$ cat config.mk
export PLATFORM = sky130hd
export DESIGN_NAME = status_line_scheduler_flat
export DESIGN_NICKNAME = d
export VERILOG_FILES = /design/src/rtl/status_line_scheduler_if.sv /design/src/rtl/status_line_scheduler.sv /design/src/flat_wrapper.sv
export SDC_FILE = /design/constraint.sdc
export NUM_CORES = 1
export LEC_CHECK = 0
export CORE_MARGIN = 5
export CORE_UTILIZATION = 49
export CTS_CLUSTER_DIAMETER = 50
export DETAILED_ROUTE_END_ITERATION = 8
export HOLD_SLACK_MARGIN = 0.12
export PLACE_DENSITY = 0.85
export SLEW_MARGIN = 25
export SYNTH_ARGS = -nofsm -noshare
export SYNTH_HDL_FRONTEND = slang
export SYNTH_SLANG_ARGS = --single-unit
$ cat constraint.sdc
create_clock -name clk -period 1.9 [get_ports clk]
set_input_delay 0.38 -clock clk [delete_from_list [all_inputs] [get_ports clk]]
set_output_delay 0.38 -clock clk [all_outputs]
set_load 0.1 [all_outputs]
$ cat src/rtl/status_line_scheduler_if.sv
// Text buffer write port: one ASCII character per valid/ready handshake.
interface status_line_scheduler_if #(
    parameter int ADDR_W = 6
);
    logic              wr_valid;
    logic [ADDR_W-1:0] wr_addr;
    logic [7:0]        wr_data;
    logic              wr_ready;

    modport master (
        output wr_valid,
        output wr_addr,
        output wr_data,
        input  wr_ready
    );

    modport slave (
        input  wr_valid,
        input  wr_addr,
        input  wr_data,
        output wr_ready
    );
endinterface

$ cat src/rtl/status_line_scheduler.sv
// Watches puzzle module states and rewrites a changed module's status line,
// one looked-up character per write, round-robin across pending modules.
module status_line_scheduler #(
    parameter int NUM_MODULES = 4,
    parameter int STATE_W     = 3,
    parameter int LINE_CHARS  = 16,
    parameter int ADDR_W      = 6,
    parameter int IDX_W       = 4
) (
    input  logic                           clk,
    input  logic                           reset_n,
    input  logic [NUM_MODULES*STATE_W-1:0] mod_state,
    input  logic                           force_refresh,
    output logic [2:0]                     str_module,
    output logic [STATE_W-1:0]             str_state,
    output logic [IDX_W-1:0]               str_idx,
    input  logic [7:0]                     char_in,
    status_line_scheduler_if.master        wr,
    output logic                           busy
);

    localparam int MOD_W = $clog2(NUM_MODULES);
    localparam logic [ADDR_W-1:0] LINE_A   = ADDR_W'(LINE_CHARS);
    localparam logic [IDX_W-1:0]  LAST_IDX = IDX_W'(LINE_CHARS - 1);
    localparam logic [MOD_W-1:0]  LAST_MOD = MOD_W'(NUM_MODULES - 1);

    typedef enum logic [1:0] {
        IDLE,
        LOAD,
        STREAM,
        DRAIN
    } state_t;

    state_t               state_q, state_d;
    logic [MOD_W-1:0]     grant_q, grant_d;
    logic [MOD_W-1:0]     rr_q, rr_d;
    logic [MOD_W-1:0]     pick;
    logic [NUM_MODULES-1:0] pending_q, pending_d;
    logic [STATE_W-1:0]   last_q [NUM_MODULES];
    logic [STATE_W-1:0]   last_d [NUM_MODULES];
    logic [2:0]           str_module_q, str_module_d;
    logic [STATE_W-1:0]   str_state_q, str_state_d;
    logic [IDX_W-1:0]     str_idx_q, str_idx_d;
    logic                 wr_valid_q, wr_valid_d;
    logic [ADDR_W-1:0]    wr_addr_q, wr_addr_d;
    logic [7:0]           wr_data_q, wr_data_d;

    // First pending module at or after rr_q, wrapping modulo NUM_MODULES.
    always_comb begin
        logic [MOD_W:0] cand;
        logic           found;
        pick  = rr_q;
        found = 1'b0;
        cand  = '0;
        for (int unsigned i = 0; i < NUM_MODULES; i++) begin
            cand = {1'b0, rr_q} + (MOD_W + 1)'(i);
            if (cand >= (MOD_W + 1)'(NUM_MODULES)) begin
                cand = cand - (MOD_W + 1)'(NUM_MODULES);
            end
            if (!found && pending_q[cand[MOD_W-1:0]]) begin
                found = 1'b1;
                pick  = cand[MOD_W-1:0];
            end
        end
    end

    always_comb begin
        state_d      = state_q;
        grant_d      = grant_q;
        rr_d         = rr_q;
        pending_d    = pending_q;
        last_d       = last_q;
        str_module_d = str_module_q;
        str_state_d  = str_state_q;
        str_idx_d    = str_idx_q;
        wr_valid_d   = wr_valid_q;
        wr_addr_d    = wr_addr_q;
        wr_data_d    = wr_data_q;

        for (int unsigned k = 0; k < NUM_MODULES; k++) begin
            if (force_refresh || (mod_state[k*STATE_W +: STATE_W] != last_q[k])) begin
                pending_d[k] = 1'b1;
            end
        end

        case (state_q)
            IDLE: begin
                if (|pending_q) begin
                    grant_d = pick;
                    state_d = LOAD;
                end
            end
            LOAD: begin
                // Granted module is compared against its freshly latched state,
                // so only force_refresh can keep its pending bit set here.
                for (int unsigned k = 0; k < NUM_MODULES; k++) begin
                    if (grant_q == MOD_W'(k)) begin
                        last_d[k]    = mod_state[k*STATE_W +: STATE_W];
                        str_state_d  = mod_state[k*STATE_W +: STATE_W];
                        pending_d[k] = force_refresh;
                    end
                end
                str_module_d = 3'(grant_q);
                str_idx_d    = '0;
                rr_d         = (grant_q == LAST_MOD) ? '0 : grant_q + MOD_W'(1);
                state_d      = STREAM;
            end
            STREAM: begin
                if (!wr_valid_q || wr.wr_ready) begin
                    wr_valid_d = 1'b1;
                    wr_data_d  = char_in;
                    wr_addr_d  = ADDR_W'(str_module_q) * LINE_A + ADDR_W'(str_idx_q);
                    if (str_idx_q == LAST_IDX) begin
                        state_d = DRAIN;
                    end else begin
                        str_idx_d = str_idx_q + IDX_W'(1);
                    end
                end
            end
            DRAIN: begin
                if (wr.wr_ready) begin
                    wr_valid_d = 1'b0;
                    state_d    = IDLE;
                end
            end
            default: state_d = IDLE;
        endcase
    end

    always_ff @(posedge clk) begin
        if (!reset_n) begin
            state_q      <= IDLE;
            grant_q      <= '0;
            rr_q         <= '0;
            pending_q    <= '1;
            last_q       <= '{default: '0};
            str_module_q <= '0;
            str_state_q  <= '0;
            str_idx_q    <= '0;
            wr_valid_q   <= 1'b0;
            wr_addr_q    <= '0;
            wr_data_q    <= '0;
        end else begin
            state_q      <= state_d;
            grant_q      <= grant_d;
            rr_q         <= rr_d;
            pending_q    <= pending_d;
            last_q       <= last_d;
            str_module_q <= str_module_d;
            str_state_q  <= str_state_d;
            str_idx_q    <= str_idx_d;
            wr_valid_q   <= wr_valid_d;
            wr_addr_q    <= wr_addr_d;
            wr_data_q    <= wr_data_d;
        end
    end

    assign str_module  = str_module_q;
    assign str_state   = str_state_q;
    assign str_idx     = str_idx_q;
    assign wr.wr_valid = wr_valid_q;
    assign wr.wr_addr  = wr_addr_q;
    assign wr.wr_data  = wr_data_q;
    assign busy        = (state_q != IDLE);

endmodule

$ cat src/flat_wrapper.sv
// flat-port wrapper written by rule: the top's interface ports become plain ports
module status_line_scheduler_flat 
#(
    parameter int NUM_MODULES = 4,
    parameter int STATE_W     = 3,
    parameter int LINE_CHARS  = 16,
    parameter int ADDR_W      = 6,
    parameter int IDX_W       = 4
)
  (clk, reset_n, mod_state, force_refresh, str_module, str_state, str_idx, char_in, busy, wr_wr_valid, wr_wr_addr, wr_wr_data, wr_wr_ready);
  status_line_scheduler_if #(.ADDR_W(ADDR_W)) wr_i ();
  input  logic clk;
  input  logic reset_n;
  input  logic [NUM_MODULES*STATE_W-1:0] mod_state;
  input  logic force_refresh;
  output logic [2:0] str_module;
  output logic [STATE_W-1:0] str_state;
  output logic [IDX_W-1:0] str_idx;
  input  logic [7:0] char_in;
  output logic busy;
  output wire logic [$bits(wr_i.wr_valid)-1:0] wr_wr_valid;
  output wire logic [$bits(wr_i.wr_addr)-1:0] wr_wr_addr;
  output wire logic [$bits(wr_i.wr_data)-1:0] wr_wr_data;
  input wire logic [$bits(wr_i.wr_ready)-1:0] wr_wr_ready;
  assign wr_wr_valid = wr_i.wr_valid;
  assign wr_wr_addr = wr_i.wr_addr;
  assign wr_wr_data = wr_i.wr_data;
  assign wr_i.wr_ready = wr_wr_ready;
  status_line_scheduler #(.NUM_MODULES(NUM_MODULES), .STATE_W(STATE_W), .LINE_CHARS(LINE_CHARS), .ADDR_W(ADDR_W), .IDX_W(IDX_W)) u_core (.clk(clk), .reset_n(reset_n), .mod_state(mod_state), .force_refresh(force_refresh), .str_module(str_module), .str_state(str_state), .str_idx(str_idx), .char_in(char_in), .wr(wr_i), .busy(busy));
endmodule
Yosys cells after proc, flatten, opt, wreduce, memory -nomap -nowiden. Index checks and enable logic that the tools add are counted.

Register bits after elaboration: 46. Bits of input ports: 24. Output and inout bits: 26.

$add $sub $neg: 10. $lt $le $gt $ge: 8. Eq/ne operators: 16. Multiplexer cells: 44. Reductions and logical operators: 29.

Operators by type and width (number): 2-to-1 mux 2 bit (13); 2-to-1 mux 1 bit (17); AND reduction 2 bit (7); less-than comparator 2 x 3 -> 1 bit, second input constant (4); 2-to-1 mux 3 bit (4); 2-to-1 mux 4 bit (3); inequality test 3 bit (4); >= comparator 3 bit, second input constant (3); binary-select mux 1 bit (select 2 bit) (4); equality test 2 bit, second input constant (4); one-hot mux 2 bit (4 select lines) (1); one-hot mux 4 bit (2 select lines) (1); subtractor 2 x 1 -> 2 bit, second input constant (4); adder 2 x 2 -> 3 bit, second input constant (2); adder 6 x 4 -> 6 bit (1); inequality test 2 x 1 -> 1 bit, second input constant (3); AND reduction 3 bit (2); nonzero test 2 bit (3); logical OR 1 bit (5); adder 4 x 1 -> 4 bit, second input constant (1); equality test 2 x 1 -> 1 bit, second input constant (2); equality test 4 bit, second input constant (1); zero test 1 bit (4); zero test 2 bit (2); other kinds (9) (12).

Depth between registers and ports, before layout.
Word-level depth: 14. Depth in mapped cells: 8. Gate-level depth less buffers: 6.

Worst setup path before layout. OpenSTA, ideal clock, no wires.

Path type: register -> register. Start point: register u_core.str_idx_q[0], in the netlist u_core.str_idx[0]. End point: register u_core.str_idx_q[0], in the netlist u_core.str_idx[0]. Library setup time: 65 ps. Data arrival time: 1987 ps. Path slack: -152 ps. Cell stages (with the launch flop): 6. Path through: dfxtp_1 > ha_1 > nand3_1 > nand3_1 > mux2_2 > nor2_1.

Cells in the longest elaborated chain, start to end: 4. Elaborated cells between the ends (all ways): 7.

RTL lines: start, declared (RTL line status_line_scheduler.sv:43) `logic [IDX_W-1:0] str_idx_q, str_idx_d;`; start signal, assigned (RTL line status_line_scheduler.sv:151) `str_idx_q <= str_idx_d;`; adder 4 x 1 -> 4 bit (RTL line status_line_scheduler.sv:116) `str_idx_d = str_idx_q + IDX_W'(1);`; 2-to-1 mux 4 bit (RTL line status_line_scheduler.sv:113) `if (str_idx_q == LAST_IDX) begin`; 2-to-1 mux 4 bit (RTL line status_line_scheduler.sv:109) `if (!wr_valid_q || wr.wr_ready) begin`; one-hot mux 4 bit (2 select lines) (RTL line status_line_scheduler.sv:86) `case (state_q)`.

Parallel ways exist; a longest one is shown, timed or not. The select of a mux whose other input is x is not followed. A chain may end at the register's enable or synchronous reset.

Worst setup path in the final report.
Start point: register u_core.state_q[0]. End point: output busy.

Cells in the longest elaborated chain, start to end: 1.

RTL lines: start, declared (RTL line status_line_scheduler.sv:34) `state_t state_q, state_d;`; start signal, assigned (RTL line status_line_scheduler.sv:144) `state_q <= state_d;`; nonzero test 2 bit (RTL line status_line_scheduler.sv:164) `assign busy = (state_q != IDLE);`; end, declared (RTL line flat_wrapper.sv:20) `output logic busy;`.

No other way between the ends.

==> results.md <==
* Largest family of logic cells by synthesized area: simple AND/OR/NAND/NOR gates
* Setup Buffers After CTS at 0
* Max Clock Freq at 560 MHz
* Share of flip-flops with an asynchronous set or reset at 0%
* GPL Wtd Cong at 0.777
* Post-synth top cells: 58 x nand2_1, 46 x dfxtp_1, 35 x a21oi_1
* Yosys reg bits at 46
* Status: completed
* Fin crit period at roughly 1.8 ns
* YS warnings at 0
* Drt first-iter violations at 84
* Starting Density at 49.9%
* Setup crit end kind: output port
* Core Footprint at 4320 sq um
* Most frequent cell after synthesis: nand2_1
* Share of cells above drive strength 1 at around 15%
* Vias in the first global route at 1,816
* Routed WL per cell at around 13 um
* Slowest CP cell: dfxtp_1
* Clock latency at the later pin of the worst-skew pair at between 0.2 and 0.3 ns
* Via count at between 1,500 and 2,000
* CTS tree: yes
* First-pass GRT wire length at about 8100 um
* Setup tns final at 0 ns
* Row count at 24
* Max-capacitance violation count at 0
* Die ar. at 5830 sq um
* GRT Util Overall at 16.8%
* Adder-cell share of the synthesized area at 6.38%
* Final setup violation count at 0
* Ys flop type: dfxtp_1
* Pwr/cell area at 1250 nW/um^2
* Die width at 76.4 um
* Crit path kind: reg2out
* CP Max Fanout at 5
* VDD IR-drop max at 0.993 mV
* Seq/Total Area, Yosys at 42.7%
* Post-Route Skew at 0.00589 ns
* Chip height at 76.4 um
* Final hold vios at 0
* Fill cells at 375
* CTS hold repair buffers at 0
* Synthesized cell area at 2160 sq um
* Overall routed net length at roughly 4700 um
* Total CTS buffers at 5
* Drt drc at 0
* Post-synth net total at 296
* Finished Core Util at 64.8%
* Design area at 2800 sq um
* H-tree Lvls at 2
* Required time of the worst setup path at between 1.5 and 2 ns
* Cts repair resizes at 0
* Post-DP Area at 2730 sq um
* CP startpoint kind: flop
* Crit share post-route at 94.0%
* Clk sinks at 46
* Yosys cell types at 37
* Post-synthesis xor/xnor area fraction at 5.28%
* Antenna diodes at 0
* Post-DR vias/cell at 5.24
* Avg Cell Area, Syn at around 8.3 sq um
* Post-synthesis mux area share at approximately 5.6%
* Synth Area in Compound Gates at 15.5%
* Initial antenna violation count at 0
* Unrepaired setup endpoints after global routing: no
* Slew Limit Fails at 0
* Synth area leaders: dfxtp_1 43%, nand2_1 10%, a21oi_1 8.1%, ha_1 6.4%, mux2i_1 5.1%
* Area share of the leading cell type in the synthesized netlist at 42.7%
* Quantity of I/O buffers inserted on ports at 48
* Synth Area in Simple Gates at about 20%
* Worst path most repeated cell: inv_1
* Largest net degree at the start of global routing at 20
* Gr ovfl total at 0
* Bufs on Longest Clock Path at 2
* Synth area leader: dfxtp_1
* Clk root buf: clkbuf_8
* Nets at 344
* CP cell instances: inv_1 > ha_1 > inv_1 > buf_12
* Tightest Hold Check Type: reg2reg
* Layout area overhead at 30.0%
* Hpwl dp at ~3500 um
* Number of synthesized flops with an enable pin at 0
* Clk slew on worst S/H paths at 0.08 ns
* IO Count at 50
* Antenna Nets Post-Route at 0
* Critical Path Max Stage Delay at 0.43 ns
* P_leak at 1.13 nW
* Synth Instances at 261
* Detailed Routing Iterations Pass 1 at 4
* Worst path arrival time at 1.41 ns
==> cell usage in the layout (no fill, tap or decap), types with 5 or more instances in the layout <==
cell,instances
o21ai_0,8
ha_1,11
inv_1,10
buf_4,24
clkbuf_8,5
nand2_1,58
mux2i_1,11
clkdlybuf4s50_1,23
buf_12,8
nand3_1,17
xor2_1,12
nor2_1,10
a21oi_1,35
dfxtp_1,44
==> worst max-delay path: cells and delay by family, from the launching register on <==
kind                     cells  cell delay (ns)
adder cells (fa/ha/maj)      1             0.24
buffers and inverters        3             0.45
flip-flops                   1             0.43
==> report_power, final <==
group | internal, mW | switching (mW)
registers | 1.11 | 0.131
logic | 0.530 | 1.18
clock network | 0.254 | 0.299
==> cell families after synthesis <==
group,Yosys count
xor+xnor,13
buf+inv,24
flops,46
other cells,1
fa+ha+maj,11
compound gates,57
simple gates,97
mux,12
==> worst paths after layout <==
path / startpoint / end / slack (ns) / depth (start not counted)
worst max-delay path: u_core.state_q[0] / busy / 0.11 / 4
worst min-delay path: u_core.wr.wr_addr[1] / u_core.wr.wr_addr[1] / 0.46 / 2
worst max register to register: u_core.grant_q[0] / u_core.str_state[0] / 0.27 / 5
worst min register to register: u_core.wr.wr_addr[1] / u_core.wr.wr_addr[1] / 0.46 / 2
==> final cells by class <==
class                           count  area (sq um)  area share, %
Sequential cell                    46           923           32.9
Timing Repair Buffer               55           571           20.3
Tap cell                           52          65.1           2.32
Multi-Input combinational cell    191          1130           40.3
Inverter                           10          37.5           1.34
Clock buffer                        7          76.3           2.72
==> metrics by stage <==
| step | total power [mW] | hold slack [ns] | setup slack [ns] | instances |
|---|---|---|---|---|
| 5_1_grt | 3.70 | 0.474 | 0.0175 | 361 |
| 3_3_place_gp | 2.95 | 0.444 | 0.252 | 354 |
| 6_report | 3.51 | 0.456 | 0.114 | 361 |
| 4_1_cts | 3.53 | 0.458 | 0.126 | 361 |
| 3_5_place_dp | 2.97 | 0.447 | 0.233 | 354 |
| 2_1_floorplan | 2.51 | 0.448 | 0.00429 | 261 |
==> metal layers <==
layer  track usage (%)  vias to the layer above  routed length [um]
met5                 0                        -                   0
li1                  -                      968                   -
met2              27.1                       63                2230
met3              6.26                        4                 309
met1              19.9                      855                2090
met4              6.82                        0                  71
==> state kept, by name, indices dropped and copies added, names as in the netlist <==
| name | count |
|---|---|
| u_core.wr.wr_data | 8 |
| u_core.pending_q | 4 |
| u_core.grant_q | 2 |
| u_core.wr.wr_valid | 1 |
| u_core.rr_q | 2 |
| u_core.str_module | 2 |
| u_core.wr.wr_addr | 6 |
| u_core.last_q | 12 |
| u_core.str_idx | 4 |
| u_core.state_q | 2 |
| u_core.str_state | 3 |
(Power assumes the default switching activity.)
